===== config.mk =====
export PLATFORM = sky130hd
export DESIGN_NAME = mem_arbiter
export DESIGN_NICKNAME = d
export VERILOG_FILES = /design/src/rtl/mem_arb_pkg.sv /design/src/rtl/mem_arb_rr.sv /design/src/rtl/mem_arbiter.sv
export SDC_FILE = /design/constraint.sdc
export NUM_CORES = 1
export LEC_CHECK = 0
export ABC_AREA = 1
export CORE_MARGIN = 2
export CORE_UTILIZATION = 30
export CTS_BUF_LIST = sky130_fd_sc_hd__clkbuf_4
export DETAILED_ROUTE_END_ITERATION = 10
export DONT_BUFFER_PORTS = 1
export GPL_TIMING_DRIVEN = 1
export PLACE_DENSITY = 0.54
export SLEW_MARGIN = 10
export SYNTH_ARGS = -nofsm -noshare
export SYNTH_HDL_FRONTEND = slang
export SYNTH_SLANG_ARGS = --single-unit

===== constraint.sdc =====
create_clock -name CLK -period 2.3 [get_ports CLK]
set_clock_uncertainty 0.15 [all_clocks]
set_input_delay 0.46 -clock CLK [delete_from_list [all_inputs] [get_ports CLK]]
set_output_delay 0.46 -clock CLK [all_outputs]
set_load 0.02 [all_outputs]

===== src/rtl/mem_arb_pkg.sv =====
// ---------------------------------------------------------------------------
// mem_arb_pkg
// Shared definitions for the two-requester memory arbiter:
//   - default memory geometry (2048 x 8)
//   - FSM state encoding (CLEAR sweep / RUN)
//   - requester identifiers used by the round-robin pointer and read tags
//   - layout of the read-return tag carried alongside each issued access
// ---------------------------------------------------------------------------
package mem_arb_pkg;

    localparam int MEM_ADDR_W = 11;
    localparam int MEM_DATA_W = 8;

    typedef enum logic {
        ST_CLEAR = 1'b0,
        ST_RUN   = 1'b1
    } state_t;

    localparam logic ID_A = 1'b0;
    localparam logic ID_B = 1'b1;

    // One tag per issued access; it travels two stages so the read data can
    // be steered back to whoever issued the read.
    typedef struct packed {
        logic isRead;
        logic id;
    } tag_t;

    localparam tag_t TAG_EMPTY = '{isRead: 1'b0, id: ID_A};

endpackage


===== src/rtl/mem_arb_rr.sv =====
// ---------------------------------------------------------------------------
// mem_arb_rr
// Two-way round-robin picker. Purely combinational.
// Ports:
//   i_reqA, i_reqB  : qualified requests from A and B
//   i_rrPtr         : requester favoured when both request (ID_A / ID_B)
//   o_grantA/B      : one-hot (or zero) grant
//   o_nextPtr       : pointer value after this cycle (other side after a grant,
//                     unchanged when idle)
// ---------------------------------------------------------------------------
module mem_arb_rr
    import mem_arb_pkg::*;
(
    input  logic i_reqA,
    input  logic i_reqB,
    input  logic i_rrPtr,
    output logic o_grantA,
    output logic o_grantB,
    output logic o_nextPtr
);

    // A wins when it is the only requester or when the pointer names it;
    // otherwise B wins whenever it asks.
    always_comb begin
        o_grantA  = 1'b0;
        o_grantB  = 1'b0;
        o_nextPtr = i_rrPtr;
        if (i_reqA && (!i_reqB || (i_rrPtr == ID_A))) begin
            o_grantA = 1'b1;
        end else if (i_reqB) begin
            o_grantB = 1'b1;
        end
        if (o_grantA) begin
            o_nextPtr = ID_B;
        end else if (o_grantB) begin
            o_nextPtr = ID_A;
        end
    end

endmodule


===== src/rtl/mem_arbiter.sv =====
// ---------------------------------------------------------------------------
// mem_arbiter
// Controller for a single-port RAM shared by two requesters (A and B).
// After reset it optionally sweeps CLEAR_VALUE into every address, then
// arbitrates round-robin between A and B using a valid/ack handshake.
// Memory pins are driven from registers; read data returns two cycles after
// the handshake edge as a one-cycle VALID strobe to the issuing requester.
//
// Ports:
//   CLK, RST_N                  clock, asynchronous active-low reset
//   A_REQ/A_WE/A_ADDRESS/A_DI   requester A access (held until A_ACK)
//   A_ACK                       combinational grant for A this cycle
//   A_DO/A_VALID                read return for A
//   B_*                         identical set for requester B
//   MEM_EN/MEM_WE/MEM_ADDRESS/MEM_DI/MEM_DO   RAM interface
//   INIT_DONE                   high once the arbiter is in RUN
//
// Optional build macro MEM_ARB_STATS_EN adds A_GRANT_CNT / B_GRANT_CNT,
// saturating per-requester handshake counters.
// ---------------------------------------------------------------------------
module mem_arbiter
    import mem_arb_pkg::*;
#(
    parameter int                ADDR_W         = MEM_ADDR_W,
    parameter int                DATA_W         = MEM_DATA_W,
    parameter int                CLEAR_ON_RESET = 1,
    parameter logic [DATA_W-1:0] CLEAR_VALUE    = '0
) (
    input  logic              CLK,
    input  logic              RST_N,
    input  logic              A_REQ,
    input  logic              A_WE,
    input  logic [ADDR_W-1:0] A_ADDRESS,
    input  logic [DATA_W-1:0] A_DI,
    output logic              A_ACK,
    output logic [DATA_W-1:0] A_DO,
    output logic              A_VALID,
    input  logic              B_REQ,
    input  logic              B_WE,
    input  logic [ADDR_W-1:0] B_ADDRESS,
    input  logic [DATA_W-1:0] B_DI,
    output logic              B_ACK,
    output logic [DATA_W-1:0] B_DO,
    output logic              B_VALID,
    output logic              MEM_EN,
    output logic              MEM_WE,
    output logic [ADDR_W-1:0] MEM_ADDRESS,
    output logic [DATA_W-1:0] MEM_DI,
    input  logic [DATA_W-1:0] MEM_DO,
    output logic              INIT_DONE
`ifdef MEM_ARB_STATS_EN
    ,
    output logic [15:0]       A_GRANT_CNT,
    output logic [15:0]       B_GRANT_CNT
`endif
);

    localparam logic [ADDR_W-1:0] LAST_ADDR   = '1;
    localparam logic [ADDR_W-1:0] ADDR_ONE    = {{(ADDR_W-1){1'b0}}, 1'b1};
    localparam state_t            RESET_STATE = (CLEAR_ON_RESET != 0) ? ST_CLEAR : ST_RUN;

    state_t            r_state;
    state_t            w_nextState;
    logic [ADDR_W-1:0] r_clrAddr;
    logic              r_rrPtr;
    logic              r_initDone;

    logic              r_memEn;
    logic              r_memWe;
    logic [ADDR_W-1:0] r_memAddr;
    logic [DATA_W-1:0] r_memDi;

    tag_t              r_tag0;
    tag_t              r_tag1;

    logic [DATA_W-1:0] r_aDo;
    logic              r_aValid;
    logic [DATA_W-1:0] r_bDo;
    logic              r_bValid;

    logic              w_runActive;
    logic              w_reqA;
    logic              w_reqB;
    logic              w_grantA;
    logic              w_grantB;
    logic              w_nextPtr;
    logic              w_issue;
    logic              w_issueWe;
    logic [ADDR_W-1:0] w_issueAddr;
    logic [DATA_W-1:0] w_issueDi;
    logic              w_issueId;

    // State register: CLEAR or RUN depending on whether the sweep is enabled.
    always_ff @(posedge CLK or negedge RST_N) begin
        if (!RST_N) begin
            r_state <= RESET_STATE;
        end else begin
            r_state <= w_nextState;
        end
    end

    // Next state: leave CLEAR in the same cycle that issues the last address,
    // so the sweep is exactly 2^ADDR_W writes with no repeat.
    always_comb begin
        w_nextState = r_state;
        if ((r_state == ST_CLEAR) && (r_clrAddr == LAST_ADDR)) begin
            w_nextState = ST_RUN;
        end
    end

    // Requests are only honoured in RUN. INIT_DONE is also required so that
    // no grant can appear while reset is held with the sweep disabled.
    always_comb begin
        w_runActive = (r_state == ST_RUN) && r_initDone;
        w_reqA      = A_REQ && w_runActive;
        w_reqB      = B_REQ && w_runActive;
    end

    mem_arb_rr u_rr (
        .i_reqA   (w_reqA),
        .i_reqB   (w_reqB),
        .i_rrPtr  (r_rrPtr),
        .o_grantA (w_grantA),
        .o_grantB (w_grantB),
        .o_nextPtr(w_nextPtr)
    );

    // Output/issue decode: select the granted requester's fields.
    always_comb begin
        w_issue     = w_grantA || w_grantB;
        w_issueId   = w_grantB ? ID_B : ID_A;
        w_issueWe   = w_grantB ? B_WE : A_WE;
        w_issueAddr = w_grantB ? B_ADDRESS : A_ADDRESS;
        w_issueDi   = w_grantB ? B_DI : A_DI;
    end

    assign A_ACK = w_grantA;
    assign B_ACK = w_grantB;

    // Sweep address, round-robin pointer and INIT_DONE.
    always_ff @(posedge CLK or negedge RST_N) begin
        if (!RST_N) begin
            r_clrAddr  <= '0;
            r_rrPtr    <= ID_A;
            r_initDone <= 1'b0;
        end else begin
            if (r_state == ST_CLEAR) begin
                r_clrAddr <= r_clrAddr + ADDR_ONE;
            end
            r_rrPtr    <= w_nextPtr;
            r_initDone <= (w_nextState == ST_RUN);
        end
    end

    // Memory pins: sweep writes in CLEAR, granted access in RUN. When idle
    // only EN/WE drop; address and data hold to avoid needless toggling.
    always_ff @(posedge CLK or negedge RST_N) begin
        if (!RST_N) begin
            r_memEn   <= 1'b0;
            r_memWe   <= 1'b0;
            r_memAddr <= '0;
            r_memDi   <= '0;
        end else if (r_state == ST_CLEAR) begin
            r_memEn   <= 1'b1;
            r_memWe   <= 1'b1;
            r_memAddr <= r_clrAddr;
            r_memDi   <= CLEAR_VALUE;
        end else if (w_issue) begin
            r_memEn   <= 1'b1;
            r_memWe   <= w_issueWe;
            r_memAddr <= w_issueAddr;
            r_memDi   <= w_issueDi;
        end else begin
            r_memEn   <= 1'b0;
            r_memWe   <= 1'b0;
        end
    end

    // Tag pipeline: stage 0 lines up with the access on the pins, stage 1
    // with the cycle in which the RAM presents DO.
    always_ff @(posedge CLK or negedge RST_N) begin
        if (!RST_N) begin
            r_tag0 <= TAG_EMPTY;
            r_tag1 <= TAG_EMPTY;
        end else begin
            r_tag0 <= w_issue ? '{isRead: !w_issueWe, id: w_issueId} : TAG_EMPTY;
            r_tag1 <= r_tag0;
        end
    end

    // Read return: capture DO for the tagged requester; DO holds otherwise.
    always_ff @(posedge CLK or negedge RST_N) begin
        if (!RST_N) begin
            r_aDo    <= '0;
            r_aValid <= 1'b0;
            r_bDo    <= '0;
            r_bValid <= 1'b0;
        end else begin
            r_aValid <= r_tag1.isRead && (r_tag1.id == ID_A);
            r_bValid <= r_tag1.isRead && (r_tag1.id == ID_B);
            if (r_tag1.isRead && (r_tag1.id == ID_A)) begin
                r_aDo <= MEM_DO;
            end
            if (r_tag1.isRead && (r_tag1.id == ID_B)) begin
                r_bDo <= MEM_DO;
            end
        end
    end

    assign MEM_EN      = r_memEn;
    assign MEM_WE      = r_memWe;
    assign MEM_ADDRESS = r_memAddr;
    assign MEM_DI      = r_memDi;
    assign A_DO        = r_aDo;
    assign A_VALID     = r_aValid;
    assign B_DO        = r_bDo;
    assign B_VALID     = r_bValid;
    assign INIT_DONE   = r_initDone;

`ifdef MEM_ARB_STATS_EN
    logic [15:0] r_aGrantCnt;
    logic [15:0] r_bGrantCnt;

    // Saturating handshake counters; sweep writes never raise a grant.
    always_ff @(posedge CLK or negedge RST_N) begin
        if (!RST_N) begin
            r_aGrantCnt <= '0;
            r_bGrantCnt <= '0;
        end else begin
            if (w_grantA && (r_aGrantCnt != 16'hFFFF)) begin
                r_aGrantCnt <= r_aGrantCnt + 16'd1;
            end
            if (w_grantB && (r_bGrantCnt != 16'hFFFF)) begin
                r_bGrantCnt <= r_bGrantCnt + 16'd1;
            end
        end
    end

    assign A_GRANT_CNT = r_aGrantCnt;
    assign B_GRANT_CNT = r_bGrantCnt;
`endif

endmodule


Yosys cells after proc, flatten, opt, wreduce, memory -nomap -nowiden
Cells that the tools add are included.
{"block": "word_totals", "word_cells": 50, "ff_bits": 56}
{"block": "op_classes", "n_addsub": 1, "reduce_logical": 11, "bitwise": 3, "eq_ne": 2, "n_mux": 18}
{"cell": "$mux W11", "n": 3}
{"cell": "$mux W8", "n": 3}
{"cell": "$add A11 B1 Y11 const B", "n": 1}
{"cell": "$eq A11 B11 Y1 const B", "n": 1}
{"cell": "$mux W1", "n": 11}
{"cell": "$logic_and A1 B1 Y1", "n": 6}
{"cell": "$not A1 Y1", "n": 3}
{"cell": "$logic_not A1 Y1", "n": 2}
{"cell": "$logic_or A1 B1 Y1", "n": 2}
{"cell": "$mux W2", "n": 1}
{"cell": "$ne A2 B1 Y1 const B", "n": 1}
{"cell": "$reduce_bool A2 Y1", "n": 1}

Depth between registers and ports, before layout
{"block": "depth", "word_depth": 8, "depth_mapped": 8, "depth_no_buf": 7}

Hierarchy
From an unflattened synthesis, not the netlist that was laid out.
{"block": "unflattened", "cells_unflattened": 298, "area_unflattened_um2": 2529.9}
{"module": "mem_arbiter", "cells_per_inst": 291, "area_per_inst_um2": 2491.1, "n_inst": 1}
{"module": "mem_arb_rr", "cells_per_inst": 7, "area_per_inst_um2": 38.8, "n_inst": 1}

Worst setup path before layout
OpenSTA, ideal clock, no wires.
{"block": "synth_path", "path_type": "register -> output", "from": "register r_initDone, in the netlist INIT_DONE", "to": "output port B_ACK", "t_arrival_ns": 1.129, "required_time_ns": 1.690, "stages_incl_launch_ff": 7, "path_buffers": 2, "setup_slack_ns": 0.561, "cell_sequence": "dfrtp_1 > buf_6 > nand2_2 > inv_2 > nand2_2 > buf_6 > inv_1"}
{"block": "synth_between", "elab_chain_cells": 5, "word_cells_on_any_way": 7}
{"element": "start, declared", "line_no": "mem_arbiter.sv:66", "rtl": "logic r_initDone;"}
{"element": "start signal, assigned", "line_no": "mem_arbiter.sv:151", "rtl": "r_initDone <= (w_nextState == ST_RUN);"}
{"element": "$logic_and A1 B1 Y1", "line_no": "mem_arbiter.sv:116", "rtl": "w_reqB = B_REQ && w_runActive;"}
{"element": "$logic_not A1 Y1", "line_no": "mem_arb_rr.sv:28", "rtl": "if (i_reqA && (!i_reqB || (i_rrPtr == ID_A))) begin"}
{"element": "$logic_or A1 B1 Y1", "line_no": "mem_arb_rr.sv:28"}
{"element": "$logic_and A1 B1 Y1", "line_no": "mem_arb_rr.sv:28"}
{"element": "$mux W1 (*)", "line_no": "mem_arb_rr.sv:28"}
{"element": "end, declared", "line_no": "mem_arbiter.sv:42", "rtl": "output logic B_ACK,"}
Every way passes the cells marked *; elsewhere a longest branch is shown, timed or not.

Worst setup path after layout
Same ends and word-level chain as after synthesis.

==> results.py <==
metrics = {
    "run_status": {
        "run_status": "completed",
    },
    "timing": {
        "setup_slack_ns": 0.201,
        "max_clock_freq_mhz": 476,
        "slew_viol_final": 0,
        "fin_crit_sh": 0.913,
        "worstMarginPinSlew_ns": 0.528,
        "fin_hold_ws_ns": 0.0586,
        "finalHoldViolations": 0,
        "finalSetupTns_ns": 0,
        "post-route-min-period_ns": 2.10,
        "setup_violations": 0,
        "slew_headroom": 0.647,
        "rsz0062_at_grt": "no",
    },
    "global_route": {
        "grt_max_degree": 57,
        "gr-usage-all-layers": 0.134,
        "overflow": 0,
        "first_global_vias": 1910,
        "antenna_found_initial": 0,
        "grt_pass1_wl_um": 10200,
    },
    "routing": {
        "viasPerCell": 4.54,
        "drt_iter0_drc": 67,
        "wl_per_cell_um": 14.0,
        "drt-pass1-iter-count": 4,
        "antenna_left": 0,
        "drc": 0,
        "wl_um": 6320,
        "vias": 2041,
    },
    "placement": {
        "hpwl_um": 4760,
        "gp_congestion": 0.804,
        "post-place-ws_ns": 0.384,
        "port_buffers": 0,
    },
    "synthesis": {
        "synthCells": 337,
        "postSynthAreaPerCell_sq_um": 7.89,
        "ys_warn_count": 0,
        "ys_types": 21,
        "syn_area_sq_um": 2660,
        "ys_seq_area_frac": 0.527,
        "synth.net_count": 390,
        "ys_ff_latch": 56,
    },
    "power_and_ir_drop": {
        "p_leak_nw": 1.67,
        "vdd_drop_max_mv": 0.216,
        "powerDensity_nw_per_um2": 525,
    },
    "final_layout": {
        "multi_input_area_sq_um": 896,
        "postLayoutCoreUtil": 0.332,
        "drive_above_1_share": 0.0731,
        "nets": 394,
        "area_growth_syn_to_layout_pct": 7.86,
        "regArea_sq_um": 1400,
        "fillers": 901,
        "antenna_cells": 0,
    },
    "job": {
        "cap_violations": 0,
    },
    "setup_path": {
        "cp_max_fo": 11,
        "setup.worst_path.class": "flip-flop to output pin",
        "endpoint_kind": "output pin",
        "cp.required_ns": 1.69,
        "arrival_ns": 1.49,
        "cp-start-kind": "flip-flop",
    },
    "die": {
        "initial_utilization": 0.308,
        "dieArea_sq_um": 9630,
        "die_h_um": 98.1,
        "core_area_sq_um": 8640,
        "die_w_um": 98.1,
        "fp-row-count": 34,
        "pin_count": 94,
    },
    "clocking": {
        "cts_tree": "yes",
        "cts_setup_buffers": 0,
        "cts_sinks": 56,
        "cts_inserted_buffers": 5,
        "clk_latency_ns": 0.38,
        "cts-root-buf": "clkbuf_4",
        "clk_pin_slew_worst_paths_ns": 0.18,
        "cts_buffer_depth": 2,
        "cts.htree.levels": 2,
    },
    "hold_path": {
        "hold_class": "primary input to flip-flop",
    },
}
[worst paths after layout]
kind	cells past startpoint	start	slack [ns]	endpoint
max	5	INIT_DONE$_DFFE_PN0P_	0.20	B_ACK
min	2	MEM_DO[0]	0.06	B_DO[0]$_DFFE_PN0P_
max reg2reg	7	INIT_DONE$_DFFE_PN0P_	0.63	MEM_ADDRESS[3]$_DFFE_PN0P_
min reg2reg	0	r_tag0[0]$_DFF_PN0_	0.20	r_tag1[0]$_DFF_PN0_
max in group asynchronous	2	RST_N	1.32	MEM_DI[0]$_DFFE_PN0P_
min in group asynchronous	2	RST_N	0.43	MEM_ADDRESS[4]$_DFFE_PN0P_
[Yosys cell counts (all sizes together)]
cell / number / area share
buf: 11 / 0.031
dfrtp: 56 / 0.53
a21boi: 3 / 0.0085
ha: 1 / 0.0047
nand2: 97 / 0.14
inv: 72 / 0.10
nor3: 2 / 0.0080
clkbuf: 2 / 0.0028
nor2: 17 / 0.025
o21ai: 17 / 0.032
nand3: 43 / 0.081
a21oi: 9 / 0.017
xor2: 4 / 0.013
nand4: 3 / 0.0071
[cell families after synthesis]
| logic type | count (synthesis) | share of synthesized area |
|---|---|---|
| and+or+nand+nor | 162 | 0.261 |
| buffers and inverters | 85 | 0.137 |
| DFF | 56 | 0.527 |
| xor gates and xnor gates | 4 | 0.0132 |
| AOI/OAI and AO/OA | 29 | 0.0574 |
| adders and majority gates | 1 | 0.00471 |
[registers in the layout, summed over array words and instances (netlist names)]
signal and flops:
r_tag0 2, MEM_WE 1, r_tag1 2, B_VALID 1, MEM_EN 1, MEM_DI 8, A_DO 8, MEM_ADDRESS 11
r_rrPtr 1, A_VALID 1, r_clrAddr 11, INIT_DONE 1, B_DO 8
[per-layer routing]
| metal | up-vias | track usage | share of wire |
|---|---|---|---|
| met4 | 0 | 0.0385 | 0.013 |
| met3 | 7 | 0.0394 | 0.073 |
| met1 | 932 | 0.185 | 0.48 |
| li1 | 1024 | - | - |
| met2 | 78 | 0.204 | 0.44 |
| met5 | - | 0 | 0 |
[cell type report]
| cell class | instances | area share |
|---|---|---|
| Multi-Input combinational cell | 196 | 0.313 |
| Clock buffer | 5 | 0.0131 |
| Clock inverter | 3 | 0.00917 |
| Inverter | 72 | 0.0952 |
| Timing Repair Buffer | 10 | 0.0340 |
| Tap cell | 108 | 0.0471 |
| Sequential cell | 56 | 0.489 |
[layout by cell type (no fill, tap or decap)]
| master | count |
|---|---|
| inv_6 | 2 |
| buf_16 | 1 |
| dlygate4sd3_1 | 1 |
| nand3_1 | 43 |
| inv_4 | 1 |
| nor3_1 | 1 |
| nor2_1 | 16 |
| buf_4 | 8 |
| o21ai_0 | 17 |
| nor3_4 | 1 |
| nor2_2 | 1 |
| inv_2 | 1 |
| a21boi_1 | 3 |
| nand2_1 | 93 |
| a21oi_1 | 9 |
| xor2_1 | 4 |
| ha_1 | 1 |
| clkbuf_4 | 5 |
| nand2_2 | 4 |
| clkinv_4 | 1 |
| nand4_1 | 3 |
| dfrtp_1 | 56 |
| inv_1 | 70 |
[report_power, final]
part | switching (W) | internal [W]
logic | 0.0000390 | 0.0000177
clock network | 0.000334 | 0.000130
registers | 0 | 0.000985
total | 0.000373 | 0.00113
[critical path, cell delays in order, from the launching register on]
cell     delay (ns)
dfrtp_1        0.37
buf_4          0.24
nand2_2        0.11
inv_2          0.07
nand2_2        0.13
inv_1          0.20
[stage by stage]
step	cells	instance area, sq um	power (W)
after floorplan	337	2660	0.00103
after global placement	440	2760	0.00103
after detailed placement	440	2760	0.00103
after CTS	450	2860	0.00154
after global routing	450	2870	0.00158
final	450	2870	0.00151
[repair_timing]
item,4_1_cts,5_1_grt
gates resized for setup,0,1
hold buffers,2,0
endpoints found under the hold margin,56,0
endpoints found under the setup margin,0,1
No activity file was read; power rests on OpenSTA's default activity.
